File: src/rtl/varint_field_sched_if.sv
// Requester, varint-unit and response signals of varint_field_sched.
// The slave modport is the scheduler's view; master is the surrounding requesters and varint unit.
interface varint_field_sched_if #(
  parameter int unsigned NUM_REQ = 4
);
  logic [NUM_REQ-1:0]       req_valid;
  logic [NUM_REQ-1:0]       req_ready;
  logic [NUM_REQ-1:0][28:0] req_field_num;
  logic [NUM_REQ-1:0][4:0]  req_field_type;
  logic [NUM_REQ-1:0][63:0] req_value;

  logic        vu_en;
  logic [63:0] vu_dst_addr;
  logic [63:0] vu_value;
  logic [4:0]  vu_field_type;
  logic        vu_done;
  logic [3:0]  vu_bytes_written;

  logic        resp_valid;
  logic [2:0]  resp_id;
  logic [4:0]  resp_bytes;
  logic        resp_err;

  modport slave (
    input  req_valid, req_field_num, req_field_type, req_value, vu_done, vu_bytes_written,
    output req_ready, vu_en, vu_dst_addr, vu_value, vu_field_type,
    output resp_valid, resp_id, resp_bytes, resp_err
  );

  modport master (
    output req_valid, req_field_num, req_field_type, req_value, vu_done, vu_bytes_written,
    input  req_ready, vu_en, vu_dst_addr, vu_value, vu_field_type,
    input  resp_valid, resp_id, resp_bytes, resp_err
  );
endinterface

File: src/rtl/varint_field_sched.sv
// Round-robin scheduler sharing one varint unit: per field emits tag then value at wr_ptr.
// Optional watchdog per varint op: define VARINT_SCHED_TIMEOUT_EN.
module varint_field_sched #(
  parameter int unsigned NUM_REQ     = 4,
  parameter int unsigned TIMEOUT_CYC = 64
) (
  input  logic                 clk,
  input  logic                 reset,
  input  logic                 cfg_load,
  input  logic [63:0]          cfg_base_addr,
  varint_field_sched_if.slave  bus,
  output logic [63:0]          wr_ptr,
  output logic [31:0]          total_bytes,
  output logic                 busy
);

  if (NUM_REQ < 2 || NUM_REQ > 8 || TIMEOUT_CYC == 0) begin : g_bad_cfg
    $error("varint_field_sched: NUM_REQ must be 2..8 and TIMEOUT_CYC nonzero");
  end

  typedef enum logic [2:0] {
    S_IDLE, S_TAG, S_GAP1, S_VAL, S_DONE, S_ERR, S_ABORT
  } state_t;

  state_t state, state_nx;

  logic [2:0]         rr_ptr, id, gnt_idx, cand;
  logic               gnt_found;
  logic [7:0]         valid8;
  logic [NUM_REQ-1:0] gnt_onehot, ready_q;
  logic [28:0]        gnt_fnum;
  logic [4:0]         gnt_type, ftype, fbytes;
  logic [63:0]        gnt_val, fval;
  logic [63:0]        dst_q, value_q;
  logic [4:0]         vtype_q;
  logic               timeout;

  function automatic logic is_varint(input logic [4:0] t);
    case (t)
      5'd3, 5'd4, 5'd5, 5'd8, 5'd13, 5'd14, 5'd17, 5'd18: is_varint = 1'b1;
      default:                                          is_varint = 1'b0;
    endcase
  endfunction

  // Rotating-priority search starting at rr_ptr, then mux out the winner's descriptor.
  always_comb begin
    valid8     = 8'(bus.req_valid);
    gnt_found  = 1'b0;
    gnt_idx    = '0;
    cand       = '0;
    gnt_onehot = '0;
    gnt_fnum   = '0;
    gnt_type   = '0;
    gnt_val    = '0;
    for (int unsigned i = 0; i < NUM_REQ; i++) begin
      cand = 3'((32'(rr_ptr) + i) % NUM_REQ);
      if (!gnt_found && valid8[cand]) begin
        gnt_found = 1'b1;
        gnt_idx   = cand;
      end
    end
    for (int unsigned j = 0; j < NUM_REQ; j++) begin
      if (gnt_found && 3'(j) == gnt_idx) begin
        gnt_onehot[j] = 1'b1;
        gnt_fnum      = bus.req_field_num[j];
        gnt_type      = bus.req_field_type[j];
        gnt_val       = bus.req_value[j];
      end
    end
  end

`ifdef VARINT_SCHED_TIMEOUT_EN
  logic [31:0] wdog;

  // Every TAG/VAL stint is entered from a different state, so clearing outside them restarts the count.
  always_ff @(posedge clk) begin
    if (reset || !(state == S_TAG || state == S_VAL)) wdog <= '0;
    else                                              wdog <= wdog + 32'd1;
  end

  assign timeout = (wdog == 32'(TIMEOUT_CYC - 1));
`else
  assign timeout = 1'b0;
`endif

  always_ff @(posedge clk) begin
    if (reset) state <= S_IDLE;
    else       state <= state_nx;
  end

  always_comb begin
    state_nx = state;
    case (state)
      S_IDLE:  if (!cfg_load && gnt_found) state_nx = is_varint(gnt_type) ? S_TAG : S_ERR;
      S_TAG:   if (bus.vu_done) state_nx = S_GAP1;
               else if (timeout) state_nx = S_ABORT;
      S_GAP1:  state_nx = S_VAL;
      S_VAL:   if (bus.vu_done) state_nx = S_DONE;
               else if (timeout) state_nx = S_ABORT;
      default: state_nx = S_IDLE;
    endcase
  end

  always_ff @(posedge clk) begin
    if (reset) begin
      rr_ptr      <= '0;
      id          <= '0;
      ftype       <= '0;
      fval        <= '0;
      fbytes      <= '0;
      ready_q     <= '0;
      dst_q       <= '0;
      value_q     <= '0;
      vtype_q     <= '0;
      wr_ptr      <= '0;
      total_bytes <= '0;
    end else begin
      ready_q <= '0;
      case (state)
        S_IDLE: begin
          if (cfg_load) begin
            wr_ptr      <= cfg_base_addr;
            total_bytes <= '0;
          end else if (gnt_found) begin
            ready_q <= gnt_onehot;
            id      <= gnt_idx;
            ftype   <= gnt_type;
            fval    <= gnt_val;
            fbytes  <= '0;
            rr_ptr  <= 3'((32'(gnt_idx) + 1) % NUM_REQ);
            dst_q   <= wr_ptr;
            value_q <= {32'b0, gnt_fnum, 3'b000};
            vtype_q <= 5'd4;
          end
        end
        S_TAG: if (bus.vu_done) begin
          wr_ptr      <= wr_ptr + 64'(bus.vu_bytes_written);
          total_bytes <= total_bytes + 32'(bus.vu_bytes_written);
          fbytes      <= 5'(bus.vu_bytes_written);
        end
        S_GAP1: begin
          dst_q   <= wr_ptr;
          value_q <= fval;
          vtype_q <= ftype;
        end
        S_VAL: if (bus.vu_done) begin
          wr_ptr      <= wr_ptr + 64'(bus.vu_bytes_written);
          total_bytes <= total_bytes + 32'(bus.vu_bytes_written);
          fbytes      <= fbytes + 5'(bus.vu_bytes_written);
        end
        default: ;
      endcase
    end
  end

  assign bus.req_ready     = ready_q;
  assign bus.vu_en         = (state == S_TAG) || (state == S_VAL);
  assign bus.vu_dst_addr   = dst_q;
  assign bus.vu_value      = value_q;
  assign bus.vu_field_type = vtype_q;
  assign bus.resp_valid    = (state == S_DONE) || (state == S_ERR) || (state == S_ABORT);
  assign bus.resp_err      = (state == S_ERR) || (state == S_ABORT);
  assign bus.resp_id       = bus.resp_valid ? id : 3'd0;
  assign bus.resp_bytes    = bus.resp_valid ? fbytes : 5'd0;
  assign busy              = (state != S_IDLE);

endmodule

File: src/flat_wrapper.sv
// flat-port wrapper written by rule: the top's interface ports become plain ports
module varint_field_sched_flat 
#(
  parameter int unsigned NUM_REQ     = 4,
  parameter int unsigned TIMEOUT_CYC = 64
)
  (clk, reset, cfg_load, cfg_base_addr, wr_ptr, total_bytes, busy, bus_req_valid, bus_req_field_num, bus_req_field_type, bus_req_value, bus_vu_done, bus_vu_bytes_written, bus_req_ready, bus_vu_en, bus_vu_dst_addr, bus_vu_value, bus_vu_field_type, bus_resp_valid, bus_resp_id, bus_resp_bytes, bus_resp_err);
  varint_field_sched_if #(.NUM_REQ(NUM_REQ)) bus_i ();
  input  logic clk;
  input  logic reset;
  input  logic cfg_load;
  input  logic [63:0] cfg_base_addr;
  output logic [63:0] wr_ptr;
  output logic [31:0] total_bytes;
  output logic busy;
  input wire logic [$bits(bus_i.req_valid)-1:0] bus_req_valid;
  input wire logic [$bits(bus_i.req_field_num)-1:0] bus_req_field_num;
  input wire logic [$bits(bus_i.req_field_type)-1:0] bus_req_field_type;
  input wire logic [$bits(bus_i.req_value)-1:0] bus_req_value;
  input wire logic [$bits(bus_i.vu_done)-1:0] bus_vu_done;
  input wire logic [$bits(bus_i.vu_bytes_written)-1:0] bus_vu_bytes_written;
  output wire logic [$bits(bus_i.req_ready)-1:0] bus_req_ready;
  output wire logic [$bits(bus_i.vu_en)-1:0] bus_vu_en;
  output wire logic [$bits(bus_i.vu_dst_addr)-1:0] bus_vu_dst_addr;
  output wire logic [$bits(bus_i.vu_value)-1:0] bus_vu_value;
  output wire logic [$bits(bus_i.vu_field_type)-1:0] bus_vu_field_type;
  output wire logic [$bits(bus_i.resp_valid)-1:0] bus_resp_valid;
  output wire logic [$bits(bus_i.resp_id)-1:0] bus_resp_id;
  output wire logic [$bits(bus_i.resp_bytes)-1:0] bus_resp_bytes;
  output wire logic [$bits(bus_i.resp_err)-1:0] bus_resp_err;
  assign bus_i.req_valid = bus_req_valid;
  assign bus_i.req_field_num = bus_req_field_num;
  assign bus_i.req_field_type = bus_req_field_type;
  assign bus_i.req_value = bus_req_value;
  assign bus_i.vu_done = bus_vu_done;
  assign bus_i.vu_bytes_written = bus_vu_bytes_written;
  assign bus_req_ready = bus_i.req_ready;
  assign bus_vu_en = bus_i.vu_en;
  assign bus_vu_dst_addr = bus_i.vu_dst_addr;
  assign bus_vu_value = bus_i.vu_value;
  assign bus_vu_field_type = bus_i.vu_field_type;
  assign bus_resp_valid = bus_i.resp_valid;
  assign bus_resp_id = bus_i.resp_id;
  assign bus_resp_bytes = bus_i.resp_bytes;
  assign bus_resp_err = bus_i.resp_err;
  varint_field_sched #(.NUM_REQ(NUM_REQ), .TIMEOUT_CYC(TIMEOUT_CYC)) u_core (.clk(clk), .reset(reset), .cfg_load(cfg_load), .cfg_base_addr(cfg_base_addr), .bus(bus_i), .wr_ptr(wr_ptr), .total_bytes(total_bytes), .busy(busy));
endmodule
File: config.mk
export PLATFORM = sky130hd
export DESIGN_NAME = varint_field_sched_flat
export DESIGN_NICKNAME = d
export VERILOG_FILES = /design/src/rtl/varint_field_sched_if.sv /design/src/rtl/varint_field_sched.sv /design/src/flat_wrapper.sv
export SDC_FILE = /design/constraint.sdc
export NUM_CORES = 1
export LEC_CHECK = 0
export CAP_MARGIN = 20
export CORE_AREA = 2 2 279 281
export CTS_CLUSTER_DIAMETER = 40
export DETAILED_ROUTE_END_ITERATION = 6
export DIE_AREA = 0 0 281 283
export GPL_ROUTABILITY_DRIVEN = 0
export PLACE_DENSITY = 0.52
export SETUP_SLACK_MARGIN = 0.05
export SYNTH_ARGS = -nofsm -noshare
export SYNTH_HDL_FRONTEND = slang
export SYNTH_SLANG_ARGS = --single-unit
File: constraint.sdc
create_clock -name clk -period 9.8 [get_ports clk]
set_input_delay 1.47 -clock clk [delete_from_list [all_inputs] [get_ports clk]]
set_output_delay 1.47 -clock clk [all_outputs]
set_load 0.02 [all_outputs]
======== Word-level counts from Yosys, hierarchy flattened ========
Memory sizes are Yosys's and may differ from the RTL's.
Cells that the tools add are included.
word-level totals
  bits of input ports ..................... 468
  word-level logic and storage cells ...... 133
  bits in latches ......................... 0
  output and inout bits ................... 245
  memories kept ........................... 1
  memory bits (read-only) ................. 32
  bits in writable memories ............... 0
  register bits after elaboration ......... 315
operators by class
  bitwise gates (word level) .............. 3
  div/mod/pow operators ................... 0
  equal/unequal tests ..................... 16
  muxes and demuxes ....................... 61
  $lt $le $gt $ge ......................... 4
  add/subtract/negate cells ............... 7
  $mul .................................... 0
  reductions and logical operators ........ 29
  shifts and indexed selects .............. 0
memories
  memory            words  width  rd ports  clocked after Yosys merged registers in  wr ports  line                      text
  (name not given)  32     1      1         0                                        0         varint_field_sched.sv:39  case (t)
operator list
  kind                                                        number
  2-to-1 mux 64 bit                                           10
  one-hot mux 64 bit (2 select lines)                         3
  2-to-1 mux 29 bit                                           4
  adder 64 x 4 -> 64 bit                                      1
  2-to-1 mux 32 bit                                           2
  one-hot mux 32 bit (2 select lines)                         1
  2-to-1 mux 5 bit                                            11
  adder 32 x 4 -> 32 bit                                      1
  2-to-1 mux 3 bit                                            8
  less-than comparator 2 x 4 -> 1 bit, second input constant  4
  one-hot mux 5 bit (3 select lines)                          1
  2-to-1 mux 1 bit                                            14
  one-hot mux 3 bit (4 select lines)                          1
  AND reduction 3 bit                                         4
  one-hot mux 5 bit (2 select lines)                          1
  == test 3 bit, second input constant                        3
  binary-select mux 1 bit (select 2 bit)                      4
  logical AND 1 bit                                           8
  inequality test 2 bit, second input constant                4
  == test 2 x 3 -> 1 bit, first input constant                2
  == test 3 x 2 -> 1 bit, second input constant               2
  logical NOT 3 bit                                           2
  inequality test 2 x 1 -> 1 bit, second input constant       3
  nonzero test 3 bit                                          2
  13 further kinds                                            24

======== Longest topological paths before layout ========
An unclocked memory read counts as a cell.
  depth in word-level cells ............... 24
  gate-level depth with buffers ........... 16
  gate-level depth less buffers ........... 14

======== Least setup slack after synthesis ========
Ideal clock, no wire load.
  kind .................................... input-to-reg
  start point ............................. in bus_req_valid[0]
  end point ............................... reg u_core.state[2]
  setup time .............................. 134 ps
  buffers on the path ..................... 1
  data required time ...................... 9666 ps
  cell stages on the path ................. 14
  setup slack ............................. 5712 ps
  arrival ................................. 3954 ps
  cell sequence ........................... inv_1 nor2_1 a21oi_1 o22ai_1 a21oi_1 inv_1 ha_1 clkbuf_1 a221o_1 a32oi_1 or4b_2 o21a_1 a21oi_1 a2111oi_1
on the way
  word-level cells in the longest chain between the ends .. 24
  elaborated cells on any way between the ends .. 43
  classes of those cells .................. eq/ne (4); mux (25); reduce/logical (13); memory (1)
RTL lines
  what                                    line                      text
  from (decl)                             flat_wrapper.sv:16        input wire logic [$bits(bus_i.req_valid)-1:0] bus_req_valid;
  binary-select mux 1 bit (select 2 bit)  varint_field_sched.sv:57  if (!gnt_found && valid8[cand]) begin
  2-to-1 mux 1 bit (implied by the code)  varint_field_sched.sv:57
  2-to-1 mux 1 bit                        varint_field_sched.sv:57
  logical NOT 1 bit                       varint_field_sched.sv:57
  logical AND 1 bit                       varint_field_sched.sv:57
  2-to-1 mux 1 bit                        varint_field_sched.sv:57
  logical NOT 1 bit                       varint_field_sched.sv:57
  logical AND 1 bit                       varint_field_sched.sv:57
  [... 4 more ...]                        -
  via u_core.gnt_idx[0]                   varint_field_sched.sv:27  logic [2:0] rr_ptr, id, gnt_idx, cand;
  [... 1 more ...]                        -
  logical AND 1 bit                       varint_field_sched.sv:63  if (gnt_found && 3'(j) == gnt_idx) begin
  2-to-1 mux 5 bit (3 in series)          varint_field_sched.sv:63
  2-to-1 mux 5 bit *                      varint_field_sched.sv:63
  memory read (32 x 1 bit) *              -
  2-to-1 mux 1 bit *                      varint_field_sched.sv:94  S_IDLE: if (!cfg_load && gnt_found) state_nx = is_varint(gnt_type) ? S_TAG : S_ERR;
  2-to-1 mux 1 bit *                      varint_field_sched.sv:93  case (state)
  2-to-1 mux 3 bit * (2 in series)        varint_field_sched.sv:94
  one-hot mux 3 bit (4 select lines) *    varint_field_sched.sv:93
  to (signal assigned)                    varint_field_sched.sv:88  else state <= state_nx;
  to (decl)                               varint_field_sched.sv:25  state_t state, state_nx;
The timed path passes the listed nets; every way through them passes the cells marked *. The select of a mux whose other input is x is not followed.
A chain may end at the register's enable or synchronous reset.

======== Final worst setup path ========
  start point ............................. in bus_req_valid[1]
  end point ............................... reg u_core.value_q[7], in the netlist u_core.bus.vu_value[7]
on the way
  word-level cells in the longest chain between the ends .. 21
  elaborated cells on any way between the ends .. 39
  classes of those cells .................. eq/ne (4); mux (23); reduce/logical (12)
RTL lines
  what                                    line                       text
  binary-select mux 1 bit (select 2 bit)  varint_field_sched.sv:57
  2-to-1 mux 1 bit (implied by the code)  varint_field_sched.sv:57
  2-to-1 mux 1 bit                        varint_field_sched.sv:57
  logical NOT 1 bit                       varint_field_sched.sv:57
  logical AND 1 bit                       varint_field_sched.sv:57
  2-to-1 mux 1 bit                        varint_field_sched.sv:57
  logical NOT 1 bit                       varint_field_sched.sv:57
  logical AND 1 bit                       varint_field_sched.sv:57
  [... 4 more ...]                        -
  via u_core.gnt_idx[0]                   varint_field_sched.sv:27
  logical NOT 3 bit                       varint_field_sched.sv:63
  logical AND 1 bit                       varint_field_sched.sv:63
  2-to-1 mux 29 bit (3 in series)         varint_field_sched.sv:63
  2-to-1 mux 29 bit *                     varint_field_sched.sv:63
  2-to-1 mux 64 bit *                     varint_field_sched.sv:124  end else if (gnt_found) begin
  2-to-1 mux 64 bit *                     varint_field_sched.sv:121  if (cfg_load) begin
  one-hot mux 64 bit (2 select lines) *   varint_field_sched.sv:119  case (state)
  to (signal assigned)                    varint_field_sched.sv:132  value_q <= {32'b0, gnt_fnum, 3'b000};
  to (signal assigned)                    varint_field_sched.sv:143  value_q <= fval;
  to (decl)                               varint_field_sched.sv:34   logic [63:0] dst_q, value_q;
Marked as above.

==> results by group <==
Outcome
  • Status: complete, no violations

Floorplanning
  • Die H: 283 um
  • Die width: 281 um
  • Num ports: 713
  • Starting density of the core: 21.6%
  • Core Footprint: 0.0767 sq mm
  • Die ar.: 0.0795 sq mm
  • Site Rows: 102

Synthesis
  • Post-synth cell types: 75
  • Sequential area share after synthesis: 38.0%
  • Post-Syn Area: 0.0165 sq mm
  • Post-synth EDFFs: 0
  • Top FF cell, synth: dfxtp_1
  • Yosys reg bits: 314
  • Yosys warnings: 0
  • Count leader, synth: nand2_1
  • Synth top area cells: dfxtp_1 38%, a21oi_1 8.4%, nand2_1 7.4%
  • Post-Syn Instances: 2,202
  • Commonest cells post-synth: 324 x nand2_1, 314 x dfxtp_1, 276 x a21oi_1
  • Syn Area/Cell: 7.51 sq um
  • Synth area leader: dfxtp_1
  • FFs w/ async S/R, synth: 0%
  • Net Count, Synth: 2,689
  • Area share of the largest cell type after synthesis: 38.0%

Detailed routing
  • Antenna Nets Post-Route: 0
  • DR vias/cell: 4.90
  • WL per Instance: 21.2 um
  • DR vias: 19,200
  • Initial drt markers: 1,253
  • Remaining DRCs: 0
  • Detailed Route WL: 83,200 um
  • 1st-pass router iterations: 5

Worst setup path
  • RR Startpoint: u_core.rr_ptr[0]
  • Critical Path Source: bus_req_valid[1]
  • Worst setup path class: in2reg
  • R2R depth: 12
  • Reg2reg end: u_core.bus.vu_value[7]
  • CP endpoint kind: flip-flop
  • Crit path required time: 10.32 ns
  • CP max FO: 51
  • Startpoint Class: input port
  • Crit path DAT: 5.60 ns
  • Flop2flop setup slack: 5.83 ns

Global routing
  • Largest net degree at the start of global routing: 82
  • First-pass GRT wire length: 124,000 um
  • Vias in the first global route: 18,800
  • Initial antenna violation count: 8
  • Gr ovfl total: 0
  • GRT Resource Usage Total: 20.2%

Cells and area
  • Share of cells above drive strength 1: 6.63%
  • Register area: 0.00629 sq mm
  • Area occupied by multi-input gates: 0.00922 sq mm
  • Nets: 3,303
  • # fillers: 8,073
  • Area grow syn2layout: 65.0%

Place
  • Dpl hpwl: 60,100 um
  • Port Buffer Count: 711

Clocking
  • Root buffer cell: clkbuf_16
  • Clk pin slew, worst setup/hold paths: 0.05 ns
  • Clock buffer depth: 3
  • Latest clock arrival within the worst-skew pair: 0.60 ns
  • CTS H-tree depth: 3
  • CTS Sinks: 314
  • PostCTS Resize Cnt: 0
  • Total CTS buffers: 76
  • CTS Hold Bufs: 0
  • Post-CTS Setup Inserts: 0
  • CTS tree: built

Timing
  • Tcrit/Tclk final: 51.9%
  • Final worst path period need: 5.08 ns
  • Final Hold Vio Count: 0
  • TNS Setup: 0 ns
  • Rel. slew slack: 32.9%
  • Slew Limit Fails: 0
  • Hold_ws: 0.434 ns
  • Clk_skew: 0.0223 ns
  • Highest clock rate: 0.197 GHz
  • RSZ-0062 raised after global routing: no
  • Worst Max-Slew Pin Slew: 1.01 ns
  • Final setup viols: 0

Worst hold path
  • Hold crit path type: reg2reg
  • Hold depth: 2
  • Worst Hold Launch: u_core.fval[43]
  • Worst Hold Endpoint: u_core.bus.vu_value[43]

Power and ir drop
  • Worst VDD drop: 0.000121 V
  • PD cells: 245 mW/mm^2
  • Overall power: 6.68 mW
  • Pleak: 9.50 nW

Flow run
  • MaxCap Viol Count: 0
==> power breakdown <==
part | total, mW | internal (mW) | switching [mW]
registers | 1.74 | 1.49 | 0.248
clock network | 2.76 | 1.87 | 0.890
logic | 2.18 | 0.903 | 1.28
total | 6.68 | 4.27 | 2.41
==> critical path, cell delays in order <==
cell and delay [ns]:
clkdlybuf4s50_1 0.59, inv_1 0.08, a21oi_1 0.15, o22ai_1 0.10, a21oi_1 0.54, inv_1 0.15, ha_1 0.41, nand2_2 0.74
buf_4 0.58, nor2_1 0.08, o311ai_0 0.36, o211ai_1 0.14, a21oi_1 0.16
==> through the flow <==
stage	worst slack (ns)	utilization, %	instance area [sq um]	instances
2_1_floorplan	5.71	-	16500	2202
3_3_place_gp	4.23	31.9	24500	3777
3_5_place_dp	4.09	31.9	24500	3777
4_1_cts	4.76	35.5	27300	3919
5_1_grt	4.29	35.6	27300	3922
6_report	4.72	35.6	27300	3922
==> state kept, by name (all words and copies together) (netlist names) <==
| register | flops |
|---|---|
| u_core.total_bytes | 32 |
| u_core.bus.req_ready | 4 |
| u_core.wr_ptr | 64 |
| u_core.fbytes | 5 |
| u_core.id | 2 |
| u_core.state | 3 |
| u_core.fval | 64 |
| u_core.bus.vu_dst_addr | 64 |
| u_core.bus.vu_field_type | 5 |
| u_core.bus.vu_value | 64 |
| u_core.rr_ptr | 2 |
| u_core.ftype | 5 |
==> worst max-delay path by stage <==
stage | end | cells after the start
global route | u_core.bus.vu_value[7] | 13
detailed placement | u_core.bus.vu_value[4] | 13
CTS | u_core.bus.vu_value[3] | 13
finish | u_core.bus.vu_value[7] | 13
floorplan | u_core.state[2] | 14
global placement | u_core.bus.vu_value[6] | 14
==> routing by layer <==
metal | global-route usage, % | share of wire [%] | vias up
li1 | - | - | 9266
met1 | 24.5 | 41 | 9102
met2 | 34.4 | 49 | 726
met3 | 5.30 | 7.4 | 122
met4 | 6.62 | 2.8 | 8
met5 | 0 | 0.063 | -
==> kinds of logic after synthesis <==
group                    Yosys count  synth area share, %
other                              1               0.0227
multiplexers                       6                0.371
adder cells (fa/ha/maj)           19                 1.57
buffers and inverters            291                 6.71
XOR/XNOR                          28                 1.48
AO/OA/AOI/OAI                    736                 29.9
AND/OR/NAND/NOR                  807                 21.9
flip-flops                       314                 38.0
==> layout by cell type (no fill, tap or decap), drive strengths merged, types with 12 or more instances in the layout <==
cell type,count
nor2b,16
a22oi,17
clkinv,23
dfxtp,314
buf,28
o311ai,31
a221o,68
a221oi,94
and2,12
a31oi,13
nor4,14
and3,28
a21o,12
nand3,90
nor2,206
inv,93
xor2,17
clkbuf,88
bufinv,15
or3,14
o211ai,35
nand4,29
nor3,43
ha,16
nand2,324
clkdlybuf4s50,710
o21ai,113
clkinvlp,12
a211oi,12
a21oi,277
==> area by class of cell <==
class                   instances  area share, %
diodes                          2         0.0183
clock buffers                  88           7.28
clock inverters                54           2.98
inverters                      89           1.22
multi-input cells            1597           33.8
flip-flops and latches        314           23.0
well taps                    1040           4.77
repair buffers                738           26.9
Power figures use the tool's default switching activity.
